### src/rtl/dma_bus_if.sv
// Command, stream and 6809 bus signals between the DMA bus master and its surroundings.
// The master modport is the engine side; the slave modport is the host/bus side.
interface dma_bus_if;
    localparam int unsigned ADDR_W = 16;
    localparam int unsigned DATA_W = 8;
    localparam int unsigned LEN_W  = 8;

    logic              cmd_valid;
    logic              cmd_ready;
    logic              cmd_write;
    logic [ADDR_W-1:0] cmd_addr;
    logic [LEN_W-1:0]  cmd_len;
    logic [DATA_W-1:0] wr_data;
    logic              wr_valid;
    logic              wr_ready;
    logic [DATA_W-1:0] rd_data;
    logic              rd_valid;
    logic              done;
    logic              error;
    logic              ba;
    logic              bs;
    logic              halt_n;
    logic [ADDR_W-1:0] bus_addr;
    logic              bus_addr_oe;
    logic [DATA_W-1:0] bus_data_out;
    logic              bus_data_oe;
    logic [DATA_W-1:0] bus_data_in;
    logic              bus_rw;
    logic              bus_we_n;
    logic              bus_re_n;

    modport master (
        input  cmd_valid, cmd_write, cmd_addr, cmd_len, wr_data, wr_valid, ba, bs, bus_data_in,
        output cmd_ready, wr_ready, rd_data, rd_valid, done, error, halt_n,
               bus_addr, bus_addr_oe, bus_data_out, bus_data_oe, bus_rw, bus_we_n, bus_re_n
    );

    modport slave (
        output cmd_valid, cmd_write, cmd_addr, cmd_len, wr_data, wr_valid, ba, bs, bus_data_in,
        input  cmd_ready, wr_ready, rd_data, rd_valid, done, error, halt_n,
               bus_addr, bus_addr_oe, bus_data_out, bus_data_oe, bus_rw, bus_we_n, bus_re_n
    );
endinterface

### src/rtl/dma_bus_master.sv
// 6809 bus initiator: halts the CPU, waits for BA=BS=1, then runs byte-wide
// read/write bursts on the shared bus and releases it again.
module dma_bus_master #(
    parameter int unsigned STROBE_CYCLES = 2,
    parameter int unsigned GRANT_TIMEOUT = 4095
) (
    input  logic      clk_i,
    input  logic      reset_i,
    dma_bus_if.master bus
);
    localparam int unsigned ADDR_W = 16;
    localparam int unsigned DATA_W = 8;
    localparam int unsigned CNT_W  = 9;
    localparam int unsigned STRB_W = 4;
    localparam int unsigned WAIT_W = $clog2(GRANT_TIMEOUT + 1);

    typedef enum logic [2:0] {
        S_IDLE, S_REQ, S_SETUP, S_STROBE, S_HOLD, S_RELEASE
    } state_e;

    state_e            state_q;
    logic [1:0]        ba_sync_q;
    logic [1:0]        bs_sync_q;
    logic              write_q;
    logic              err_q;
    logic [ADDR_W-1:0] addr_q;
    logic [ADDR_W-1:0] addr_d;
    logic [CNT_W-1:0]  cnt_q;
    logic [WAIT_W-1:0] wait_q;
    logic [STRB_W-1:0] strb_q;

    logic              cmd_ready_q;
    logic              wr_ready_q;
    logic [DATA_W-1:0] rd_data_q;
    logic              rd_valid_q;
    logic              done_q;
    logic              error_q;
    logic              halt_n_q;
    logic [ADDR_W-1:0] bus_addr_q;
    logic              bus_addr_oe_q;
    logic [DATA_W-1:0] bus_data_q;
    logic              bus_data_oe_q;
    logic              bus_rw_q;
    logic              bus_we_n_q;
    logic              bus_re_n_q;

    logic              grant_c;
    logic              ba_c;

    assign addr_d  = addr_q + ADDR_W'(1);
    assign ba_c    = ba_sync_q[1];
    assign grant_c = ba_sync_q[1] & bs_sync_q[1];

    // BA/BS come straight from the CPU pins
    always_ff @(posedge clk_i or posedge reset_i) begin
        if (reset_i) begin
            ba_sync_q <= '0;
            bs_sync_q <= '0;
        end else begin
            ba_sync_q <= {ba_sync_q[0], bus.ba};
            bs_sync_q <= {bs_sync_q[0], bus.bs};
        end
    end

    always_ff @(posedge clk_i or posedge reset_i) begin
        if (reset_i) begin
            state_q       <= S_IDLE;
            write_q       <= 1'b0;
            err_q         <= 1'b0;
            addr_q        <= '0;
            cnt_q         <= '0;
            wait_q        <= '0;
            strb_q        <= '0;
            cmd_ready_q   <= 1'b0;
            wr_ready_q    <= 1'b0;
            rd_data_q     <= '0;
            rd_valid_q    <= 1'b0;
            done_q        <= 1'b0;
            error_q       <= 1'b0;
            halt_n_q      <= 1'b1;
            bus_addr_q    <= '0;
            bus_addr_oe_q <= 1'b0;
            bus_data_q    <= '0;
            bus_data_oe_q <= 1'b0;
            bus_rw_q      <= 1'b1;
            bus_we_n_q    <= 1'b1;
            bus_re_n_q    <= 1'b1;
        end else begin
            done_q     <= 1'b0;
            error_q    <= 1'b0;
            rd_valid_q <= 1'b0;
            case (state_q)
                S_IDLE: begin
                    cmd_ready_q <= 1'b1;
                    if (bus.cmd_valid && cmd_ready_q) begin
                        cmd_ready_q <= 1'b0;
                        write_q     <= bus.cmd_write;
                        addr_q      <= bus.cmd_addr;
                        cnt_q       <= (bus.cmd_len == '0) ? CNT_W'(256) : {1'b0, bus.cmd_len};
                        wait_q      <= '0;
                        err_q       <= 1'b0;
                        halt_n_q    <= 1'b0;
                        state_q     <= S_REQ;
                    end
                end
                S_REQ: begin
                    if (grant_c) begin
                        bus_addr_oe_q <= 1'b1;
                        bus_addr_q    <= addr_q;
                        bus_rw_q      <= ~write_q;
                        wr_ready_q    <= write_q;
                        state_q       <= S_SETUP;
                    end else if (wait_q == WAIT_W'(GRANT_TIMEOUT)) begin
                        err_q    <= 1'b1;
                        halt_n_q <= 1'b1;
                        state_q  <= S_RELEASE;
                    end else begin
                        wait_q <= wait_q + WAIT_W'(1);
                    end
                end
                S_SETUP: begin
                    // Writes wait here for the next byte; reads strobe after one cycle
                    if (!write_q) begin
                        bus_re_n_q <= 1'b0;
                        strb_q     <= '0;
                        state_q    <= S_STROBE;
                    end else if (bus.wr_valid && wr_ready_q) begin
                        wr_ready_q    <= 1'b0;
                        bus_data_q    <= bus.wr_data;
                        bus_data_oe_q <= 1'b1;
                        bus_we_n_q    <= 1'b0;
                        strb_q        <= '0;
                        state_q       <= S_STROBE;
                    end
                end
                S_STROBE: begin
                    if (strb_q == STRB_W'(STROBE_CYCLES - 1)) begin
                        bus_we_n_q <= 1'b1;
                        bus_re_n_q <= 1'b1;
                        if (!write_q) begin
                            rd_data_q  <= bus.bus_data_in;
                            rd_valid_q <= 1'b1;
                        end
                        state_q <= S_HOLD;
                    end else begin
                        strb_q <= strb_q + STRB_W'(1);
                    end
                end
                S_HOLD: begin
                    addr_q <= addr_d;
                    cnt_q  <= cnt_q - CNT_W'(1);
                    if (cnt_q == CNT_W'(1)) begin
                        bus_addr_oe_q <= 1'b0;
                        bus_data_oe_q <= 1'b0;
                        bus_rw_q      <= 1'b1;
                        halt_n_q      <= 1'b1;
                        state_q       <= S_RELEASE;
                    end else begin
                        bus_addr_q    <= addr_d;
                        bus_data_oe_q <= 1'b0;
                        wr_ready_q    <= write_q;
                        state_q       <= S_SETUP;
                    end
                end
                S_RELEASE: begin
                    // A timed-out request never got the bus, so there is nothing to wait for
                    if (err_q) begin
                        error_q     <= 1'b1;
                        cmd_ready_q <= 1'b1;
                        state_q     <= S_IDLE;
                    end else if (!ba_c) begin
                        done_q      <= 1'b1;
                        cmd_ready_q <= 1'b1;
                        state_q     <= S_IDLE;
                    end
                end
                default: state_q <= S_IDLE;
            endcase
        end
    end

    assign bus.cmd_ready    = cmd_ready_q;
    assign bus.wr_ready     = wr_ready_q;
    assign bus.rd_data      = rd_data_q;
    assign bus.rd_valid     = rd_valid_q;
    assign bus.done         = done_q;
    assign bus.error        = error_q;
    assign bus.halt_n       = halt_n_q;
    assign bus.bus_addr     = bus_addr_q;
    assign bus.bus_addr_oe  = bus_addr_oe_q;
    assign bus.bus_data_out = bus_data_q;
    assign bus.bus_data_oe  = bus_data_oe_q;
    assign bus.bus_rw       = bus_rw_q;
    assign bus.bus_we_n     = bus_we_n_q;
    assign bus.bus_re_n     = bus_re_n_q;
endmodule

### src/flat_wrapper.sv
// flat-port wrapper written by rule: the top's interface ports become plain ports
module dma_bus_master_flat 
#(
    parameter int unsigned STROBE_CYCLES = 2,
    parameter int unsigned GRANT_TIMEOUT = 4095
)
  (clk_i, reset_i, bus_cmd_valid, bus_cmd_write, bus_cmd_addr, bus_cmd_len, bus_wr_data, bus_wr_valid, bus_ba, bus_bs, bus_bus_data_in, bus_cmd_ready, bus_wr_ready, bus_rd_data, bus_rd_valid, bus_done, bus_error, bus_halt_n, bus_bus_addr, bus_bus_addr_oe, bus_bus_data_out, bus_bus_data_oe, bus_bus_rw, bus_bus_we_n, bus_bus_re_n);
  dma_bus_if bus_i ();
  input  logic clk_i;
  input  logic reset_i;
  input wire logic [$bits(bus_i.cmd_valid)-1:0] bus_cmd_valid;
  input wire logic [$bits(bus_i.cmd_write)-1:0] bus_cmd_write;
  input wire logic [$bits(bus_i.cmd_addr)-1:0] bus_cmd_addr;
  input wire logic [$bits(bus_i.cmd_len)-1:0] bus_cmd_len;
  input wire logic [$bits(bus_i.wr_data)-1:0] bus_wr_data;
  input wire logic [$bits(bus_i.wr_valid)-1:0] bus_wr_valid;
  input wire logic [$bits(bus_i.ba)-1:0] bus_ba;
  input wire logic [$bits(bus_i.bs)-1:0] bus_bs;
  input wire logic [$bits(bus_i.bus_data_in)-1:0] bus_bus_data_in;
  output wire logic [$bits(bus_i.cmd_ready)-1:0] bus_cmd_ready;
  output wire logic [$bits(bus_i.wr_ready)-1:0] bus_wr_ready;
  output wire logic [$bits(bus_i.rd_data)-1:0] bus_rd_data;
  output wire logic [$bits(bus_i.rd_valid)-1:0] bus_rd_valid;
  output wire logic [$bits(bus_i.done)-1:0] bus_done;
  output wire logic [$bits(bus_i.error)-1:0] bus_error;
  output wire logic [$bits(bus_i.halt_n)-1:0] bus_halt_n;
  output wire logic [$bits(bus_i.bus_addr)-1:0] bus_bus_addr;
  output wire logic [$bits(bus_i.bus_addr_oe)-1:0] bus_bus_addr_oe;
  output wire logic [$bits(bus_i.bus_data_out)-1:0] bus_bus_data_out;
  output wire logic [$bits(bus_i.bus_data_oe)-1:0] bus_bus_data_oe;
  output wire logic [$bits(bus_i.bus_rw)-1:0] bus_bus_rw;
  output wire logic [$bits(bus_i.bus_we_n)-1:0] bus_bus_we_n;
  output wire logic [$bits(bus_i.bus_re_n)-1:0] bus_bus_re_n;
  assign bus_i.cmd_valid = bus_cmd_valid;
  assign bus_i.cmd_write = bus_cmd_write;
  assign bus_i.cmd_addr = bus_cmd_addr;
  assign bus_i.cmd_len = bus_cmd_len;
  assign bus_i.wr_data = bus_wr_data;
  assign bus_i.wr_valid = bus_wr_valid;
  assign bus_i.ba = bus_ba;
  assign bus_i.bs = bus_bs;
  assign bus_i.bus_data_in = bus_bus_data_in;
  assign bus_cmd_ready = bus_i.cmd_ready;
  assign bus_wr_ready = bus_i.wr_ready;
  assign bus_rd_data = bus_i.rd_data;
  assign bus_rd_valid = bus_i.rd_valid;
  assign bus_done = bus_i.done;
  assign bus_error = bus_i.error;
  assign bus_halt_n = bus_i.halt_n;
  assign bus_bus_addr = bus_i.bus_addr;
  assign bus_bus_addr_oe = bus_i.bus_addr_oe;
  assign bus_bus_data_out = bus_i.bus_data_out;
  assign bus_bus_data_oe = bus_i.bus_data_oe;
  assign bus_bus_rw = bus_i.bus_rw;
  assign bus_bus_we_n = bus_i.bus_we_n;
  assign bus_bus_re_n = bus_i.bus_re_n;
  dma_bus_master #(.STROBE_CYCLES(STROBE_CYCLES), .GRANT_TIMEOUT(GRANT_TIMEOUT)) u_core (.clk_i(clk_i), .reset_i(reset_i), .bus(bus_i));
endmodule
### config.mk
export PLATFORM = sky130hd
export DESIGN_NAME = dma_bus_master_flat
export DESIGN_NICKNAME = d
export VERILOG_FILES = /design/src/rtl/dma_bus_if.sv /design/src/rtl/dma_bus_master.sv /design/src/flat_wrapper.sv
export SDC_FILE = /design/constraint.sdc
export NUM_CORES = 1
export LEC_CHECK = 0
export CORE_MARGIN = 1
export CORE_UTILIZATION = 49
export CTS_BUF_LIST = sky130_fd_sc_hd__clkbuf_2 sky130_fd_sc_hd__clkbuf_4 sky130_fd_sc_hd__clkbuf_8
export CTS_CLUSTER_DIAMETER = 30
export DETAILED_ROUTE_END_ITERATION = 8
export PLACE_DENSITY = 0.88
export SETUP_SLACK_MARGIN = 0.02
export SKIP_CTS_REPAIR_TIMING = 1
export SYNTH_ARGS = -nofsm -noshare
export SYNTH_HDL_FRONTEND = slang
export SYNTH_SLANG_ARGS = --single-unit
### constraint.sdc
create_clock -name clk_i -period 4 [get_ports clk_i]
set_clock_uncertainty 0.05 [all_clocks]
set_input_delay 0.6 -clock clk_i [delete_from_list [all_inputs] [get_ports clk_i]]
set_output_delay 0.6 -clock clk_i [all_outputs]
set_load 0.01 [all_outputs]
==> flow_summary.json, run 1 <==
{
  "crit_chain": "nor4_2 > a21oi_1 > nor2_1 > mux2_2",
  "critPathCaptureType": "register",
  "use_met2_pct": 40.4,
  "drt-total-wl_microns": 11500,
  "cpPeakStageDelay_ps": 730,
  "slew_headroom_pct": 36.0,
  "num_vias": 4145,
  "setup_tns_ps": 0,
  "vdd_drop_max_mv": 0.164,
  "wl_per_cell_microns": 16.7,
  "syn_area_sq_um": 4700,
  "grt_busiest_layer": "met2",
  "fin_nets": 605,
  "status": "complete, no violations",
  "synth_cells": 469,
  "setup_viol": 0,
  "tightest_slew_ps": 958,
  "insertion_delay_ps": 370,
  "drt_iter0_drc": 323,
  "utilization_pct": 63.3,
  "drive_gt1_share_pct": 10.4,
  "grt_max_degree": 46,
  "grt_pass1_wl_microns": 19200,
  "hold_violations": 0,
  "yosys_warnings": 0,
  "syn2layout_area_growth_pct": 25.1,
  "ys_seq_elements": 93,
  "gr-usage-met3_pct": 5.43,
  "seq_area_frac_synth_pct": 49.7,
  "grt-ovfl-total": 0,
  "io_pins": 90,
  "dieArea_sq_um": 9980,
  "cts_tree": "done",
  "async_flop_share_pct": 100,
  "grt_pass1_vias": 4051,
  "multiInputGateArea_sq_um": 2220,
  "num_antenna_cells": 0,
  "fill_cells": 740,
  "routabilityCongestion": 0.875,
  "use_met1_pct": 30.8,
  "reg2reg_slack_ps": 1360,
  "root_buffer": "clkbuf_8",
  "synth_cell_types": 65,
  "synth_nets": 522,
  "final.setup.worst_slack_ps": 1360,
  "cts_buffer_depth": 2,
  "critical_path.max_fanout": 14,
  "start_util_pct": 50.6,
  "numCtsBuffers": 9,
  "drc": 0,
  "antenna_found_initial": 0,
  "arrival_ps": 2850,
  "clk_pin_slew_worst_paths_ps": 100,
  "worstPathRequired_ps": 4210,
  "io_buffers": 89,
  "register_area_sq_um": 2330,
  "min_path_type": "reg2reg",
  "avgViaCountPerCell": 6.05,
  "htree_num_levels": 3,
  "rsz0062_at_grt": "no",
  "finalCriticalPeriod_ps": 2640,
  "cp-start-kind": "register",
  "fp.dieH_microns": 99.9,
  "synth_edf_count": 0,
  "p_per_area_nw_per_um2": 273,
  "path_delay_family": "simple AND/OR/NAND/NOR gates",
  "critPathSlowestCell": "nor2_1",
  "rows": 35,
  "critical_path_buf_inv_count": 0,
  "synthFlopType": "dfrtp_1",
  "finalCritPeriodShare_pct": 66.1,
  "drtAntennaViolNets": 0,
  "dpl.hpwl_microns": 8180,
  "coreArea_sq_um": 9280,
  "place_ws_ps": 1280,
  "max_freq_ghz": 0.378,
  "maxSlewViolCount": 0,
  "criticalPathCategory": "reg2reg",
  "maxCapViolations": 0,
  "drtPass1Iterations": 5,
  "clock_sinks": 93,
  "avgSynthCellArea_sq_um": 10.0,
  "leakage_nw": 2.32,
  "grt.total_usage_pct": 24.2,
  "die_x_microns": 99.9
}
## sequential cells by signal, indices dropped and copies added (netlist names), 2 cells and up
| name | cells |
|---|---|
| u_core.bus.rd_data | 8 |
| u_core.bs_sync_q | 2 |
| u_core.strb_q | 4 |
| u_core.wait_q | 12 |
| u_core.bus.bus_data_out | 8 |
| u_core.addr_q | 16 |
| u_core.state_q | 3 |
| u_core.ba_sync_q | 2 |
| u_core.cnt_q | 9 |
| u_core.bus.bus_addr | 16 |
## layer usage
layer | part of all wire (%) | vias to the layer above | routed length, microns
met4 | 1.6 | 0 | 186
li1 | - | 1917 | -
met3 | 7.4 | 18 | 848
met5 | 0 | - | 0
met2 | 50 | 173 | 5750
met1 | 41 | 2037 | 4680
## metrics by stage
stage,power (mW),hold slack (ps),std cells,cell area (sq um)
floorplan,0.988,281,469,4700
global placement,1.05,286,670,5710
detailed placement,1.05,286,670,5710
CTS,1.61,309,685,5880
global route,1.67,327,685,5880
finish,1.60,306,685,5880
## path summary, 6_finish.rpt
path | startpoint | endpoint | depth (start not counted)
max | u_core.cnt_q[2]$_DFFE_PP0P_ | u_core.bus.bus_addr[2]$_DFFE_PP0P_ | 4
max reg2reg | u_core.cnt_q[2]$_DFFE_PP0P_ | u_core.bus.bus_addr[2]$_DFFE_PP0P_ | 4
min in group asynchronous | reset_i | u_core.addr_q[7]$_DFFE_PP0P_ | 2
min | u_core.bs_sync_q[0]$_DFF_PP0_ | u_core.bs_sync_q[1]$_DFF_PP0_ | 0
min reg2reg | u_core.bs_sync_q[0]$_DFF_PP0_ | u_core.bs_sync_q[1]$_DFF_PP0_ | 0
max in group asynchronous | reset_i | u_core.bus.halt_n$_DFFE_PP1P_ | 3
## worst reg2reg max path: stages (launching register included)
cell,delay (ps)
dfrtp_1,450
nor4_2,610
a21oi_1,270
nor2_1,730
mux2_2,430
## kinds of logic after synthesis
kind of cell / after synthesis / share of synthesized area, %
flops: 93 / 49.7
simple gates: 167 / 19.1
fa+ha+maj: 6 / 1.60
compound gates: 126 / 17.8
buf+inv: 37 / 3.09
xor+xnor: 12 / 2.24
mux: 28 / 6.50
## cells in the mapped netlist, types with 3 or more instances
master,n,area [sq um]
nor2b_1,4,25.0
nand2_1,39,146
o211ai_1,5,37.5
a21oi_1,32,160
a211oi_1,4,30.0
nor2_1,25,93.8
nand3_1,34,170
mux2_2,20,225
and3_1,5,31.3
nor3_1,9,45.0
inv_1,13,48.8
dfstp_2,4,105
a311oi_1,6,52.6
o31ai_1,9,67.6
or3_1,5,31.3
mux2i_1,8,80.1
o32ai_1,3,26.3
nor4_1,7,43.8
a21o_1,3,22.5
clkbuf_1,17,63.8
buf_2,4,20.0
xnor2_1,12,105
nand4_1,7,43.8
o311ai_0,4,35.0
and4_1,3,26.3
o21ai_0,32,160
dfrtp_1,89,2230
o31a_1,4,35.0
or4_1,7,52.6
ha_1,6,75.1
## cells in the final DEF, fill, tap and decap left out, drive strengths merged, types with 5 or more instances in the layout
master and instances:
buf 7, nand4 7, a21oi 32, mux2 20, nand2 39, dfrtp 89
o21ai 33, mux2i 8, or4 7, nor2 26, nor3 10, o211ai 5
clkdlybuf4s50 89, a311oi 6, nand3 34, nor4 9, and3 5, clkbuf 10
inv 13, or3 5, o31ai 9, xnor2 12, ha 6
## layout make-up
type                    instances  area share, %
repair buffers                 96           16.1
clock inverters                 5          0.660
inverters                      13          0.852
multi-input cells             339           37.8
well taps                     129           2.75
clock buffers                  10           2.24
flip-flops and latches         93           39.7
## power breakdown
group	switching [mW]	internal, mW	total (mW)
clock network	0.337	0.232	0.569
registers	0.00391	0.946	0.950
logic	0.0323	0.0508	0.0831
total	0.374	1.23	1.60
No activity file was read; power rests on OpenSTA's default activity.
==> run 2, diff against run 1 <==
- clock period: 4 -> 2.75 ns (I/O delays scaled with it)
==> run 2 against run 1 <==
Compared with the run above: worst setup slack got worse by 1100 ps; register-to-register slack worse by 1100 ps; hold slack improved by 4.3 ps; critical path type unchanged; largest power group unchanged.
==> flow_summary.json, run 2 (synthesized netlist as in run 1, its figures left out) <==
{
  "coreArea_sq_um": 9280,
  "drtPass1Iterations": 5,
  "hp-start": "u_core.ba_sync_q[0]$_DFF_PP0_",
  "wl_per_cell_microns": 16.7,
  "setup_tns_ps": 0,
  "fill_cells": 739,
  "htree_num_levels": 3,
  "root_buffer": "clkbuf_8",
  "critical_path_buf_inv_count": 2,
  "reg2reg_slack_ps": 270,
  "min_to": "u_core.ba_sync_q[1]$_DFF_PP0_",
  "die_x_microns": 99.9,
  "status": "complete, no violations",
  "critPathCaptureType": "register",
  "grt-ovfl-total": 0,
  "drive_gt1_share_pct": 12.2,
  "max_freq_ghz": 0.403,
  "grt.total_usage_pct": 24.2,
  "criticalPathCategory": "reg2reg",
  "fin_nets": 615,
  "slew_headroom_pct": 33.1,
  "dp.cells": 680,
  "combinationalPowerShare_pct": 4.9,
  "register_area_sq_um": 2330,
  "clk_pin_slew_worst_paths_ps": 100,
  "multiInputGateArea_sq_um": 2220,
  "numCtsBuffers": 9,
  "tightest_slew_ps": 999,
  "hold_slack_ps": 310,
  "clockPowerShare_pct": 39.2,
  "syn2layout_area_growth_pct": 27.9,
  "arrival_ps": 2690,
  "grt_pass1_wl_microns": 19100,
  "path_delay_family": "simple AND/OR/NAND/NOR gates",
  "reg2reg_from": "u_core.cnt_q[1]$_DFFE_PP0P_",
  "cpPeakStageDelay_ps": 770,
  "timing.rr.end": "u_core.bus.bus_addr[1]$_DFFE_PP0P_",
  "rsz0062_at_grt": "no",
  "internal_power_mw": 1.92,
  "clock_sinks": 93,
  "final_cells": 696,
  "setup_viol": 0,
  "routabilityCongestion": 0.880,
  "avgViaCountPerCell": 6.03,
  "dieArea_sq_um": 9980,
  "rows": 35,
  "insertion_delay_ps": 360,
  "vdd_drop_max_mv": 0.236,
  "crit_path_start": "u_core.cnt_q[1]$_DFFE_PP0P_",
  "crit_chain": "inv_1 > ha_1 > nor4b_1 > buf_4 > a21oi_1 > nor2_1 > mux2_2",
  "grt_pass1_vias": 4052,
  "antenna_found_initial": 0,
  "fp.dieH_microns": 99.9,
  "drc": 0,
  "holdPathStages": 0,
  "io_pins": 90,
  "grt_max_degree": 76,
  "drt-total-wl_microns": 11600,
  "final_cell_mix": "89 x clkdlybuf4s50_1, 89 x dfrtp_1, 39 x nand2_1",
  "worstPathRequired_ps": 2950,
  "p_seq_share_pct": 55.9,
  "cts_buffer_depth": 2,
  "cp-start-kind": "register",
  "switching_share_pct": 22.3,
  "dpl.hpwl_microns": 8190,
  "drtAntennaViolNets": 0,
  "p_per_area_nw_per_um2": 411,
  "fin_area_sq_um": 6010,
  "hold_violations": 0,
  "min_path_type": "reg2reg",
  "start_util_pct": 50.6,
  "rr_worst_depth": 7,
  "num_antenna_cells": 0,
  "finalCriticalPeriod_ps": 2480,
  "drt_iter0_drc": 285,
  "finalCritPeriodShare_pct": 90.3,
  "p_sw_mw": 0.550,
  "num_vias": 4197,
  "leakage_nw": 2.40,
  "critical_path.max_fanout": 14,
  "maxCapViolations": 0,
  "critPathSlowestCell": "nor2_1",
  "placed_cell_area_sq_um": 5800,
  "maxSlewViolCount": 0,
  "cts_tree": "done",
  "io_buffers": 89
}
run 2: final cells by class:
cell class | count | area share, %
clock buffers | 11 | 2.42
clock inverters | 5 | 1.10
repair buffers | 106 | 17.2
well taps | 129 | 2.69
flip-flops and latches | 93 | 38.8
inverters | 13 | 0.875
multi-input cells | 339 | 36.9
run 2: power by group through the flow:
| stage | combinational (mW) | sequential, mW | clock [mW] |
|---|---|---|---|
| floorplan | 0.0269 | 1.41 | 0 |
| global placement | 0.122 | 1.41 | 0 |
| detailed placement | 0.123 | 1.41 | 0 |
| CTS | 0.124 | 1.38 | 0.980 |
| global route | 0.132 | 1.38 | 1.04 |
| finish | 0.121 | 1.38 | 0.967 |
run 2: per-layer routing:
metal | share of wire (%) | wire length [microns] | vias up | track usage [%]
met5 | 0 | 0 | - | 0
met4 | 1.5 | 177 | 0 | 9.28
met3 | 6.2 | 717 | 21 | 5.36
met2 | 50 | 5830 | 157 | 39.8
met1 | 42 | 4870 | 2070 | 31.2
li1 | - | - | 1949 | -
run 2: through the flow:
| step | total power [mW] | setup slack [ps] | util, % |
|---|---|---|---|
| after global placement | 1.53 | 373 | 62.4 |
| final | 2.47 | 266 | 64.7 |
| after global routing | 2.56 | 101 | 64.7 |
| after detailed placement | 1.53 | 282 | 62.4 |
| after floorplan | 1.44 | 741 | - |
| after CTS | 2.49 | 283 | 64.7 |
run 2: how the worst max path moves through the flow:
stage	cells past startpoint	end	slack, ps
floorplan	6	u_core.bus.bus_addr[14]$_DFFE_PP0P_	740
global placement	7	u_core.bus.bus_addr[6]$_DFFE_PP0P_	370
detailed placement	7	u_core.bus.bus_addr[1]$_DFFE_PP0P_	280
CTS	7	u_core.bus.bus_addr[1]$_DFFE_PP0P_	280
global route	7	u_core.bus.bus_addr[2]$_DFFE_PP0P_	100
finish	7	u_core.bus.bus_addr[1]$_DFFE_PP0P_	270
run 2: worst reg2reg max path, delay by kind of cell (launching register included):
kind                     cells  cell delay (ps)
AND/OR/NAND/NOR              2             1020
AO/OA/AOI/OAI                1               80
multiplexers                 1              420
buffers and inverters        2              270
adder cells (fa/ha/maj)      1              140
flip-flops                   1              410
==> run 3, diff against run 2 <==
- SLEW_MARGIN: not set -> 20
==> results of run 3 <==
No change in the layout: final DEF, timing and power equal those of run 2.
